<file path="config.mk">
export PLATFORM = sky130hd
export DESIGN_NAME = uart_tx_param_flat
export DESIGN_NICKNAME = d
export VERILOG_FILES = /design/src/rtl/uart_tx_param_if.sv /design/src/rtl/uart_tx_param.sv /design/src/flat_wrapper.sv
export SDC_FILE = /design/constraint.sdc
export NUM_CORES = 1
export LEC_CHECK = 0
export CORE_AREA = 2 2 59 61
export DETAILED_ROUTE_END_ITERATION = 12
export DIE_AREA = 0 0 61 63
export PLACE_DENSITY = 0.78
export SYNTH_ARGS = -nofsm -noshare
export SYNTH_HDL_FRONTEND = slang
export SYNTH_SLANG_ARGS = --single-unit
</file>
<file path="constraint.sdc">
create_clock -name clk -period 4.5 [get_ports clk]
set_input_delay 0.9 -clock clk [delete_from_list [all_inputs] [get_ports clk]]
set_output_delay 0.9 -clock clk [all_outputs]
set_load 0.01 [all_outputs]
</file>
<file path="src/rtl/uart_tx_param_if.sv">
// Handshake and serial-line bundle for uart_tx_param.
// The master drives the request side; the slave (transmitter) drives ready, line and status.
interface uart_tx_param_if #(
    parameter int DATA_BITS = 8
);
    logic                 tx_enable;
    logic                 tx_start;
    logic [DATA_BITS-1:0] tx_data_in;
    logic                 tx_ready;
    logic                 tx_data_out;
    logic                 busy;
    logic                 done;

    modport master (
        output tx_enable, tx_start, tx_data_in,
        input  tx_ready, tx_data_out, busy, done
    );

    modport slave (
        input  tx_enable, tx_start, tx_data_in,
        output tx_ready, tx_data_out, busy, done
    );
endinterface

</file>
<file path="src/rtl/uart_tx_param.sv">
// Parameterised UART transmitter: start, 5..9 data bits LSB first, optional parity, 1 or 2 stops.
// Define UART_TX_HOLD_EN to add a one-entry holding register for back-to-back frames.
module uart_tx_param #(
    parameter int CLOCK_RATE  = 10000000,
    parameter int BAUD_RATE   = 9600,
    parameter int DATA_BITS   = 8,
    parameter int PARITY_MODE = 0,
    parameter int STOP_BITS   = 1
) (
    input logic            clk,
    input logic            rst,
    uart_tx_param_if.slave bus
);
    localparam int DIV   = (BAUD_RATE > 0) ? CLOCK_RATE / BAUD_RATE : 0;
    localparam int CNT_W = (DIV > 2) ? $clog2(DIV) : 1;

    localparam logic [CNT_W-1:0] BAUD_LAST = CNT_W'(DIV - 1);
    localparam logic [3:0]       DATA_LAST = 4'(DATA_BITS - 1);
    localparam logic [3:0]       STOP_LAST = 4'(STOP_BITS - 1);
    localparam logic             ODD       = (PARITY_MODE == 2);

    generate
        if (DIV < 2) begin : g_bad_div
            $error("uart_tx_param: CLOCK_RATE/BAUD_RATE must be at least 2");
        end
        if (DATA_BITS < 5 || DATA_BITS > 9) begin : g_bad_data_bits
            $error("uart_tx_param: DATA_BITS must be 5..9");
        end
        if (PARITY_MODE < 0 || PARITY_MODE > 2) begin : g_bad_parity
            $error("uart_tx_param: PARITY_MODE must be 0, 1 or 2");
        end
        if (STOP_BITS != 1 && STOP_BITS != 2) begin : g_bad_stop
            $error("uart_tx_param: STOP_BITS must be 1 or 2");
        end
    endgenerate

    typedef enum logic [2:0] {
        IDLE,
        START,
        DATA,
        PARITY,
        STOP
    } state_t;

    state_t               state;
    logic [CNT_W-1:0]     baud_cnt;
    logic [3:0]           bit_cnt;
    logic [DATA_BITS-1:0] shift_reg;
    logic                 par_bit;

    logic                 accept;
    logic                 baud_last;
    logic                 stop_end;
    logic                 begin_frame;
    logic [DATA_BITS-1:0] frame_word;

    assign baud_last = (baud_cnt == BAUD_LAST);
    assign stop_end  = (state == STOP) && baud_last && (bit_cnt == STOP_LAST);
    assign accept    = bus.tx_start && bus.tx_ready;

`ifdef UART_TX_HOLD_EN
    logic                 hold_valid;
    logic [DATA_BITS-1:0] hold_data;

    // A held word wins at the end of a frame; otherwise a same-edge request starts directly.
    assign bus.tx_ready = bus.tx_enable && !hold_valid && !rst;
    assign frame_word   = hold_valid ? hold_data : bus.tx_data_in;
    assign begin_frame  = ((state == IDLE) && accept) || (stop_end && (hold_valid || accept));
`else
    assign bus.tx_ready = bus.tx_enable && (state == IDLE) && !rst;
    assign frame_word   = bus.tx_data_in;
    assign begin_frame  = (state == IDLE) && accept;
`endif

    // NOTE: only non-blocking assignments here, so every register samples pre-edge values
    // regardless of statement order.
    always_ff @(posedge clk) begin
        if (rst) begin
            state           <= IDLE;
            baud_cnt        <= '0;
            bit_cnt         <= '0;
            shift_reg       <= '0;
            par_bit         <= 1'b0;
            bus.tx_data_out <= 1'b1;
            bus.busy        <= 1'b0;
            bus.done        <= 1'b0;
`ifdef UART_TX_HOLD_EN
            hold_valid      <= 1'b0;
            hold_data       <= '0;
`endif
        end else begin
            bus.done <= stop_end;

`ifdef UART_TX_HOLD_EN
            if (begin_frame) begin
                hold_valid <= 1'b0;
            end else if (accept) begin
                hold_valid <= 1'b1;
                hold_data  <= bus.tx_data_in;
            end
`endif

            if (state != IDLE) begin
                baud_cnt <= baud_last ? '0 : baud_cnt + 1'b1;
            end

            if (begin_frame) begin
                state           <= START;
                baud_cnt        <= '0;
                bit_cnt         <= '0;
                shift_reg       <= frame_word;
                par_bit         <= (^frame_word) ^ ODD;
                bus.tx_data_out <= 1'b0;
                bus.busy        <= 1'b1;
            end else begin
                case (state)
                    IDLE: ;
                    START: begin
                        if (baud_last) begin
                            state           <= DATA;
                            bus.tx_data_out <= shift_reg[0];
                            shift_reg       <= shift_reg >> 1;
                        end
                    end
                    DATA: begin
                        if (baud_last) begin
                            if (bit_cnt == DATA_LAST) begin
                                bit_cnt <= '0;
                                if (PARITY_MODE != 0) begin
                                    state           <= PARITY;
                                    bus.tx_data_out <= par_bit;
                                end else begin
                                    state           <= STOP;
                                    bus.tx_data_out <= 1'b1;
                                end
                            end else begin
                                bit_cnt         <= bit_cnt + 1'b1;
                                bus.tx_data_out <= shift_reg[0];
                                shift_reg       <= shift_reg >> 1;
                            end
                        end
                    end
                    PARITY: begin
                        if (baud_last) begin
                            state           <= STOP;
                            bus.tx_data_out <= 1'b1;
                        end
                    end
                    STOP: begin
                        if (baud_last) begin
                            if (bit_cnt == STOP_LAST) begin
                                state    <= IDLE;
                                bus.busy <= 1'b0;
                            end else begin
                                bit_cnt <= bit_cnt + 1'b1;
                            end
                        end
                    end
                    default: state <= IDLE;
                endcase
            end
        end
    end
endmodule

</file>
<file path="src/flat_wrapper.sv">
// flat-port wrapper written by rule: the top's interface ports become plain ports
module uart_tx_param_flat 
#(
    parameter int CLOCK_RATE  = 10000000,
    parameter int BAUD_RATE   = 9600,
    parameter int DATA_BITS   = 8,
    parameter int PARITY_MODE = 0,
    parameter int STOP_BITS   = 1
)
  (clk, rst, bus_tx_enable, bus_tx_start, bus_tx_data_in, bus_tx_ready, bus_tx_data_out, bus_busy, bus_done);
  uart_tx_param_if #(.DATA_BITS(DATA_BITS)) bus_i ();
  input logic clk;
  input logic rst;
  input wire logic [$bits(bus_i.tx_enable)-1:0] bus_tx_enable;
  input wire logic [$bits(bus_i.tx_start)-1:0] bus_tx_start;
  input wire logic [$bits(bus_i.tx_data_in)-1:0] bus_tx_data_in;
  output wire logic [$bits(bus_i.tx_ready)-1:0] bus_tx_ready;
  output wire logic [$bits(bus_i.tx_data_out)-1:0] bus_tx_data_out;
  output wire logic [$bits(bus_i.busy)-1:0] bus_busy;
  output wire logic [$bits(bus_i.done)-1:0] bus_done;
  assign bus_i.tx_enable = bus_tx_enable;
  assign bus_i.tx_start = bus_tx_start;
  assign bus_i.tx_data_in = bus_tx_data_in;
  assign bus_tx_ready = bus_i.tx_ready;
  assign bus_tx_data_out = bus_i.tx_data_out;
  assign bus_busy = bus_i.busy;
  assign bus_done = bus_i.done;
  uart_tx_param #(.CLOCK_RATE(CLOCK_RATE), .BAUD_RATE(BAUD_RATE), .DATA_BITS(DATA_BITS), .PARITY_MODE(PARITY_MODE), .STOP_BITS(STOP_BITS)) u_core (.clk(clk), .rst(rst), .bus(bus_i));
endmodule
</file>
==> results of run 1 <==
## kinds of logic (layout without fill, tap and decap cells)
logic type,Yosys count,count (layout),synth area share [%]
AOI/OAI and AO/OA,43,43,22.7
DFF,29,29,37.2
adders and majority gates,4,4,3.21
buffers and inverters,19,36,5.05
and+or+nand+nor,69,69,26.3
xor gates and xnor gates,10,10,5.61
## cells in the mapped netlist (2+ instances only)
master,count,share of area [%]
a211oi_1,2,0.96
a21oi_1,8,2.6
a221oi_2,7,6.7
a32o_1,2,1.3
and2_1,2,0.80
and3_1,2,0.80
buf_2,3,0.96
clkbuf_1,2,0.48
dfxtp_1,29,37
ha_1,4,3.2
inv_1,13,3.1
nand2_1,8,1.9
nand2b_1,3,1.2
nand3_1,7,2.2
nand4_1,3,1.2
nor2_1,17,4.1
nor2b_1,2,0.80
nor3_1,7,2.2
nor4b_2,2,1.9
o21ai_0,6,1.9
o21ai_2,2,1.1
o22ai_1,7,2.8
o31ai_1,2,0.96
or4_1,2,0.96
xnor2_1,5,2.8
xor2_1,5,2.8
## how the worst min path moves through the flow
stage                                            end  slack, ns  depth (start not counted)
floorplan           u_core.shift_reg[1]$_SDFFE_PP0P_       0.44                          2
global placement    u_core.shift_reg[5]$_SDFFE_PP0P_       0.45                          2
detailed placement  u_core.shift_reg[5]$_SDFFE_PP0P_       0.46                          2
CTS                 u_core.shift_reg[5]$_SDFFE_PP0P_       0.47                          2
global route        u_core.shift_reg[4]$_SDFFE_PP0P_       0.50                          2
finish              u_core.shift_reg[3]$_SDFFE_PP0P_       0.47                          2
## cell type report
| cell class | count | area [µm²] | area share (%) |
|---|---|---|---|
| clock inverters | 1 | 30.0 | 1.65 |
| clock buffers | 7 | 55.1 | 3.02 |
| well taps | 46 | 57.6 | 3.16 |
| flip-flops and latches | 29 | 581 | 31.8 |
| inverters | 13 | 48.8 | 2.67 |
| repair buffers | 15 | 150 | 8.23 |
| multi-input cells | 126 | 902 | 49.5 |
## worst max-delay path: stages
cell,delay [ns]
clkdlybuf4s50_1,0.68
nor2b_1,0.28
and2_1,0.15
clkdlybuf4s50_1,0.53
## per-layer routing
| layer | GRT usage, % | vias to the layer above |
|---|---|---|
| met2 | 28.9 | 50 |
| met4 | 8.70 | 0 |
| met5 | 0 | - |
| met1 | 22.4 | 657 |
| li1 | - | 670 |
| met3 | 6.42 | 10 |
## metrics by stage
step | hold WS, ns | std cells
final | 0.469 | 237
after global placement | 0.449 | 229
after floorplan | 0.443 | 174
after detailed placement | 0.457 | 229
after global routing | 0.500 | 237
after CTS | 0.471 | 237
## power by group
group	internal, mW	total, mW	switching [mW]
registers	0.265	0.271	0.00623
clock network	0.133	0.222	0.0894
logic	0.0272	0.0560	0.0287
total	0.425	0.549	0.124
==> flow_summary.yaml, run 1 <==
status:
  status: "complete, no violations"
clock_network:
  post_cts_buffers: 0
  cts_tree: "yes"
  clockBufferDepth: 2
  cts-hold-fix-buffers: 0
  htree_levels: 2
  cts_root_buffer: "clkbuf_4"
  path_clk_slew_ns: 0.09
  cts_buffers: 5
  cts_sinks: 29
  clock_latency_ns: 0.33
  cts_resized: 0
yosys:
  yosys_most_used_dff: "dfxtp_1"
  yosysSeqAreaShare_pct: 37.2
  synth_edf_count: 0
  ys_warn_count: 0
  synth_cell_type_count: 48
  syn_inst: 174
  synth_seq_cells: 29
  syn_area_per_cell_um2: 8.97
  syn_area_um2: 1560
  syn_nets: 190
  async_flop_share_pct: 0
timing:
  layout_setup_ws_ns: 1.07
  clock_skew_ns: 0.0123
  max_freq_mhz: 292
  worst_slew_pin_slew_ns: 0.674
  final-setup-viol-count: 0
  min_period_ns: 3.43
  fin_crit_sh_pct: 76.2
  tns_ns: 0
  rsz0062_at_grt: "no"
  hold_viol_final: 0
  slew_headroom_pct: 54.8
  slew_violations: 0
global_route:
  grt_max_degree: 19
  antenna_found_initial: 0
  groute.usage.overall_pct: 18.6
  grt_pass1_vias: 1303
  grt-ovfl-total: 0
  grt_pass1_wl_um: 5420
setup_path:
  worst_r2r_endpoint: "u_core.shift_reg[7]$_SDFFE_PP0P_"
  required_ns: 3.60
  r2r_start: "u_core.state[2]$_SDFFE_PP0P_"
  cp_max_fo: 11
  r2r_cells: 4
  crit_end: "bus_tx_ready"
  cp-end-kind: "output pin"
  critPathLaunchType: "input port"
  cp.arrival_ns: 2.53
  setup.worst_path.start: "rst"
  worstSetupPathType: "input port to output pin"
  r2r_slack_ns: 2.18
min_path:
  hp-start: "u_core.shift_reg[3]$_SDFFE_PP0P_"
  hp-class: "flop to flop"
place:
  placed_area_um2: 1740
  portBuffers: 15
  dp_slack_ns: 1.07
  globalplace.congestion: 0.812
  dp_hpwl_um: 2310
routing:
  route.vias.total: 1387
  wl_per_cell_um: 13.8
  drt_wl_total_um: 3270
  avgViaCountPerCell: 5.85
  antenna_left: 0
  dr_wl_met3_um: 198
  drc: 0
  met1Wirelength_um: 1460
  maxUsedRoutingLayer: "met4"
  dr_wl_met2_um: 1530
  drtIter0Drc: 116
  firstDrtPassIters: 4
die:
  die_w_um: 61
  die_area_um2: 3840
  rows: 21
  core_area_um2: 3230
  io-pin-count: 16
  start_util_pct: 48.3
  dieHeight_um: 63
cells_and_area:
  syn_to_final_growth_pct: 16.8
  layout_common_cells: "dfxtp_1 (29), nor2_1 (17), clkdlybuf4s50_1 (15)"
  mostFrequentLayoutCell: "dfxtp_1"
  drive_above_1_share_pct: 13.6
  fin_area_um2: 1820
  nNetsFinal: 206
  n_fill_cell: 300
  utilization_pct: 56.4
  n_antenna_cell: 0
  largest_reg_flops: 11
power:
  power_density_nw_per_um2: 301
  power.leakage_nw: 0.621
  total_power_uw: 549
  ir_drop_v: 0.000153
flow_run:
  max_cap_viol_count: 0
(Power assumes the default switching activity.)
==> inputs of run 2 (changes only) <==
==> constraint.sdc (replaced) <==
create_clock -name clk -period 3.5 [get_ports clk]
set_input_delay 0.7 -clock clk [delete_from_list [all_inputs] [get_ports clk]]
set_output_delay 0.7 -clock clk [all_outputs]
set_load 0.01 [all_outputs]
==> run 2 against run 1 <==
Net effect: global-route usage about the same; via count decreased by 2.2%; clock skew is 0.0015 ns lower; hold slack gained 0.0028 ns; worst setup slack worse by 0.40 ns; flip-flop and latch count unchanged; sequential power rose by 29%; utilization fell by 0.23 points; die area did not move; register-to-register slack worse by 1.0 ns; power rose by 18%; critical path type is now flop to output pin; combinational power rose by 28%.
==> flow_summary.yaml, run 2 (synthesized netlist as in run 1, its figures left out) <==
cells_and_area:
  drive_above_1_share_pct: 14.6
  n_fill_cell: 290
  n_antenna_cell: 0
  syn_to_final_growth_pct: 16.3
  nNetsFinal: 207
  mostFrequentLayoutCell: "dfxtp_1"
  layout_common_cells: "dfxtp_1 (29), nor2_1 (17), clkdlybuf4s50_1 (15)"
  largest_reg_flops: 11
routing:
  drtIter0Drc: 95
  firstDrtPassIters: 4
  drt_wl_total_um: 3180
  antenna_left: 0
  drc: 0
  wl_per_cell_um: 13.3
  avgViaCountPerCell: 5.70
  route.vias.total: 1356
global_route:
  gr-usage-met3_pct: 3.73
  grt-ovfl-total: 0
  grt_busiest_layer: "met2"
  grt_max_degree: 19
  grt_pass1_vias: 1293
  grtUsageMet1_pct: 22.5
  groute.usage.overall_pct: 18.6
  antenna_found_initial: 0
  grtUsageMet2_pct: 29.8
  grt_pass1_wl_um: 5460
timing:
  hold_viol_final: 0
  fin_crit_sh_pct: 80.8
  slew_violations: 0
  tns_ns: 0
  max_freq_mhz: 354
  min_period_ns: 2.83
  clock_skew_ns: 0.0108
  worst_slew_pin_slew_ns: 0.625
  final-setup-viol-count: 0
  whs_ns: 0.472
  slew_headroom_pct: 58.1
  rsz0062_at_grt: "no"
power:
  ir_drop_v: 0.000162
  power.leakage_nw: 0.622
  power_density_nw_per_um2: 358
clock_network:
  post_cts_buffers: 0
  cts-hold-fix-buffers: 0
  cts_root_buffer: "clkbuf_4"
  cts_sinks: 29
  cts_tree: "yes"
  clockBufferDepth: 2
  cts_resized: 0
  htree_levels: 2
  path_clk_slew_ns: 0.09
  clock_latency_ns: 0.33
  cts_buffers: 5
setup_path:
  worst_r2r_endpoint: "u_core.shift_reg[7]$_SDFFE_PP0P_"
  worstSetupPathType: "flop to output pin"
  critPathLaunchType: "flop"
  r2r_start: "u_core.state[2]$_SDFFE_PP0P_"
  setup.worst_path.start: "u_core.state[2]$_SDFFE_PP0P_"
  cp.arrival_ns: 2.13
  cp_max_fo: 15
  r2r_cells: 4
  r2r_slack_ns: 1.15
  required_ns: 2.80
  cp-end-kind: "output pin"
die:
  rows: 21
  start_util_pct: 48.3
  die_w_um: 61
  core_area_um2: 3230
  die_area_um2: 3840
  io-pin-count: 16
  dieHeight_um: 63
place:
  dp_hpwl_um: 2320
  globalplace.congestion: 0.796
  portBuffers: 15
min_path:
  whs_path_depth: 2
  hp-start: "u_core.shift_reg[2]$_SDFFE_PP0P_"
  hp-class: "flop to flop"
  min_to: "u_core.shift_reg[2]$_SDFFE_PP0P_"
flow_run:
  max_cap_viol_count: 0
status:
  status: "complete, no violations"
## run 2: changes by cell type in the layout (fill, tap and decap cells not counted)
cell,change
buf_4,+1
bufinv_16,-1
clkbuf_1,-1
clkbuf_8,+1
clkinv_2,+1
## run 2: power by group
group          internal [mW]  total, mW  switching [mW]
registers              0.341      0.349         0.00795
logic                 0.0358     0.0719          0.0361
clock network          0.116      0.230           0.114
## run 2: worst max path at each step
| stage | endpoint | slack [ns] |
|---|---|---|
| floorplan | u_core.shift_reg[7]$_SDFFE_PP0P_ | 1.68 |
| global placement | bus_tx_ready | 0.77 |
| detailed placement | bus_tx_ready | 0.75 |
| CTS | bus_tx_ready | 0.65 |
| global route | bus_tx_ready | 0.50 |
| finish | bus_tx_ready | 0.67 |
## run 2: critical path, stage by stage (launching register included)
cell	delay (ns)
dfxtp_1	0.46
nor3_2	0.60
and2_1	0.21
clkdlybuf4s50_1	0.52
## run 2: metrics by stage
stage	utilization (%)	std cells	area (µm²)	power, mW	setup slack (ns)
2_1_floorplan	-	174	1560	0.401	1.68
5_1_grt	56.2	238	1820	0.680	0.503
3_3_place_gp	54.0	230	1750	0.426	0.767
4_1_cts	56.2	238	1820	0.658	0.654
6_report	56.2	238	1820	0.650	0.671
3_5_place_dp	54.0	230	1750	0.428	0.750
## run 2: layer usage
metal | share of wire [%] | vias to the layer above
li1 | - | 676
met3 | 5.0 | 4
met2 | 48 | 38
met4 | 1.5 | 0
met1 | 45 | 638
met5 | 0 | -
## run 2: area by class of cell
type                       count  area (µm²)  area share, %
clock buffer                   7        65.1           3.58
clock inverter                 1        5.00          0.275
inverter                      13        48.8           2.69
multi-input combinational    126         902           49.7
sequential                    29         581           32.0
tap                           46        57.6           3.17
timing repair buffer          16         158           8.68
==> inputs of run 3 (changes only) <==
==> constraint.sdc (replaced) <==
create_clock -name clk -period 2.8 [get_ports clk]
set_input_delay 0.56 -clock clk [delete_from_list [all_inputs] [get_ports clk]]
set_output_delay 0.56 -clock clk [all_outputs]
set_load 0.01 [all_outputs]
==> run 3 against run 2 <==
Net effect: via count rose by 1.2%; non-clock buffer count rose by 2; clock-buffer cell count did not move; cell area rose by 1.7%; utilization rose by 0.93 points; critical path type is now input port to output pin; combinational power rose by 32%; clock skew rose by 0.0049 ns; cell count rose by 0.84%; sequential share of layout area fell by 0.52 points.
==> flow_summary.yaml, run 3 (synthesized netlist as in run 1, its figures left out) <==
routing:
  antenna_left: 0
  drt_wl_total_um: 3380
  drc: 0
  firstDrtPassIters: 4
  wl_per_cell_um: 14.1
  avgViaCountPerCell: 5.72
  route.vias.total: 1372
  drtIter0Drc: 56
clock_network:
  clock_latency_ns: 0.32
  cts_resized: 0
  cts_sinks: 29
  post_cts_buffers: 0
  cts_tree: "yes"
  cts-hold-fix-buffers: 0
  cts_root_buffer: "clkbuf_4"
  clockBufferDepth: 2
  path_clk_slew_ns: 0.09
  htree_levels: 2
  cts_buffers: 5
die:
  rows: 21
  die_w_um: 61
  die_area_um2: 3840
  core_area_um2: 3230
  start_util_pct: 48.3
  dieHeight_um: 63
  io-pin-count: 16
timing:
  worst_slew_pin_slew_ns: 0.475
  whs_ns: 0.466
  final-setup-viol-count: 0
  min_period_ns: 2.49
  max_freq_mhz: 401
  slew_headroom_pct: 68.3
  clock_skew_ns: 0.0157
  tns_ns: 0
  rsz0062_at_grt: "no"
  hold_viol_final: 0
  slew_violations: 0
  fin_crit_sh_pct: 89.1
  layout_setup_ws_ns: 0.306
setup_path:
  worstSetupPathType: "input port to output pin"
  cp_top_family: "buffers and inverters"
  slowest_stage: "clkdlybuf4s50_1"
  worstPathCellList: "clkdlybuf4s50_1, nor2b_1, and2_1, clkdlybuf4s50_1"
  slowest_delay_ns: 0.53
  crit_cells: 4
  cp.arrival_ns: 1.93
  cpMostUsedCell: "clkdlybuf4s50_1"
  crit_buf_inv: 2
  cp_max_fo: 3
  critPathLaunchType: "input port"
  required_ns: 2.24
  r2r_cells: 6
  cp-end-kind: "output pin"
power:
  ir_drop_v: 0.000344
  total_power_uw: 888
  power.leakage_nw: 0.634
  power_density_nw_per_um2: 481
min_path:
  whs_path_depth: 2
  hp-class: "flop to flop"
place:
  dp_hpwl_um: 2480
  portBuffers: 15
  placed_area_um2: 1760
  globalplace.congestion: 0.813
  dp_slack_ns: 0.323
global_route:
  grt-ovfl-total: 0
  grt_pass1_wl_um: 5660
  grt_max_degree: 19
  grt_pass1_vias: 1333
  groute.usage.overall_pct: 19.3
  antenna_found_initial: 0
cells_and_area:
  nNetsFinal: 209
  fin_area_um2: 1850
  layout_common_cells: "dfxtp_1 (29), nor2_1 (17), clkdlybuf4s50_1 (15)"
  n_antenna_cell: 0
  drive_above_1_share_pct: 14.9
  syn_to_final_growth_pct: 18.3
  largest_reg_flops: 11
  mostFrequentLayoutCell: "dfxtp_1"
flow_run:
  max_cap_viol_count: 0
status:
  status: "complete, no violations"
==> run 3: cell count changes in the layout (fill, tap and decap cells not counted), sizes merged <==
| cell | previous run | this run |
|---|---|---|
| clkinv | 1 | 0 |
| buf | 1 | 3 |
| bufinv | 0 | 1 |
==> run 3: through the flow <==
step	utilization [%]	std cells
CTS	57.1	240
floorplan	-	174
global route	57.1	240
detailed placement	54.5	232
global placement	54.5	232
finish	57.1	240
==> run 3: report_power, final <==
group          switching (mW)  total, mW  internal (mW)  leakage [nW]
combinational          0.0481     0.0946         0.0465         0.354
clock                   0.145      0.358          0.213        0.0455
sequential            0.00986      0.436          0.426         0.235
==> run 3: area by class of cell <==
type                            count  area, µm²
Clock buffer                        7       55.1
Clock inverter                      1       30.0
Fill cell                         291       1390
Inverter                           13       48.8
Multi-Input combinational cell    126        902
Sequential cell                    29        581
Tap cell                           46       57.6
Timing Repair Buffer               18        173
==> run 3: worst register-to-register path, cell delays in order (launching register included) <==
cell,delay [ns]
dfxtp_1,0.35
inv_1,0.09
ha_1,0.15
nor2b_1,0.18
nand3_2,0.32
a22o_2,0.45
a221oi_2,0.31
==> run 3: worst paths after layout <==
check,from,end,slack [ns]
worst min-delay path,u_core.shift_reg[5]$_SDFFE_PP0P_,u_core.shift_reg[5]$_SDFFE_PP0P_,0.47
worst max-delay path,bus_tx_enable,bus_tx_ready,0.31
worst min register to register,u_core.shift_reg[5]$_SDFFE_PP0P_,u_core.shift_reg[5]$_SDFFE_PP0P_,0.47
worst max register to register,u_core.baud_cnt[0]$_SDFFE_PP0P_,u_core.shift_reg[4]$_SDFFE_PP0P_,0.86
==> run 3: per-layer routing <==
metal	track usage [%]	vias up	routed length (µm)
met1	24.0	657	1510
met2	30.2	34	1650
met3	6.42	5	175
met5	0	-	0
met4	7.34	0	43
li1	-	676	-
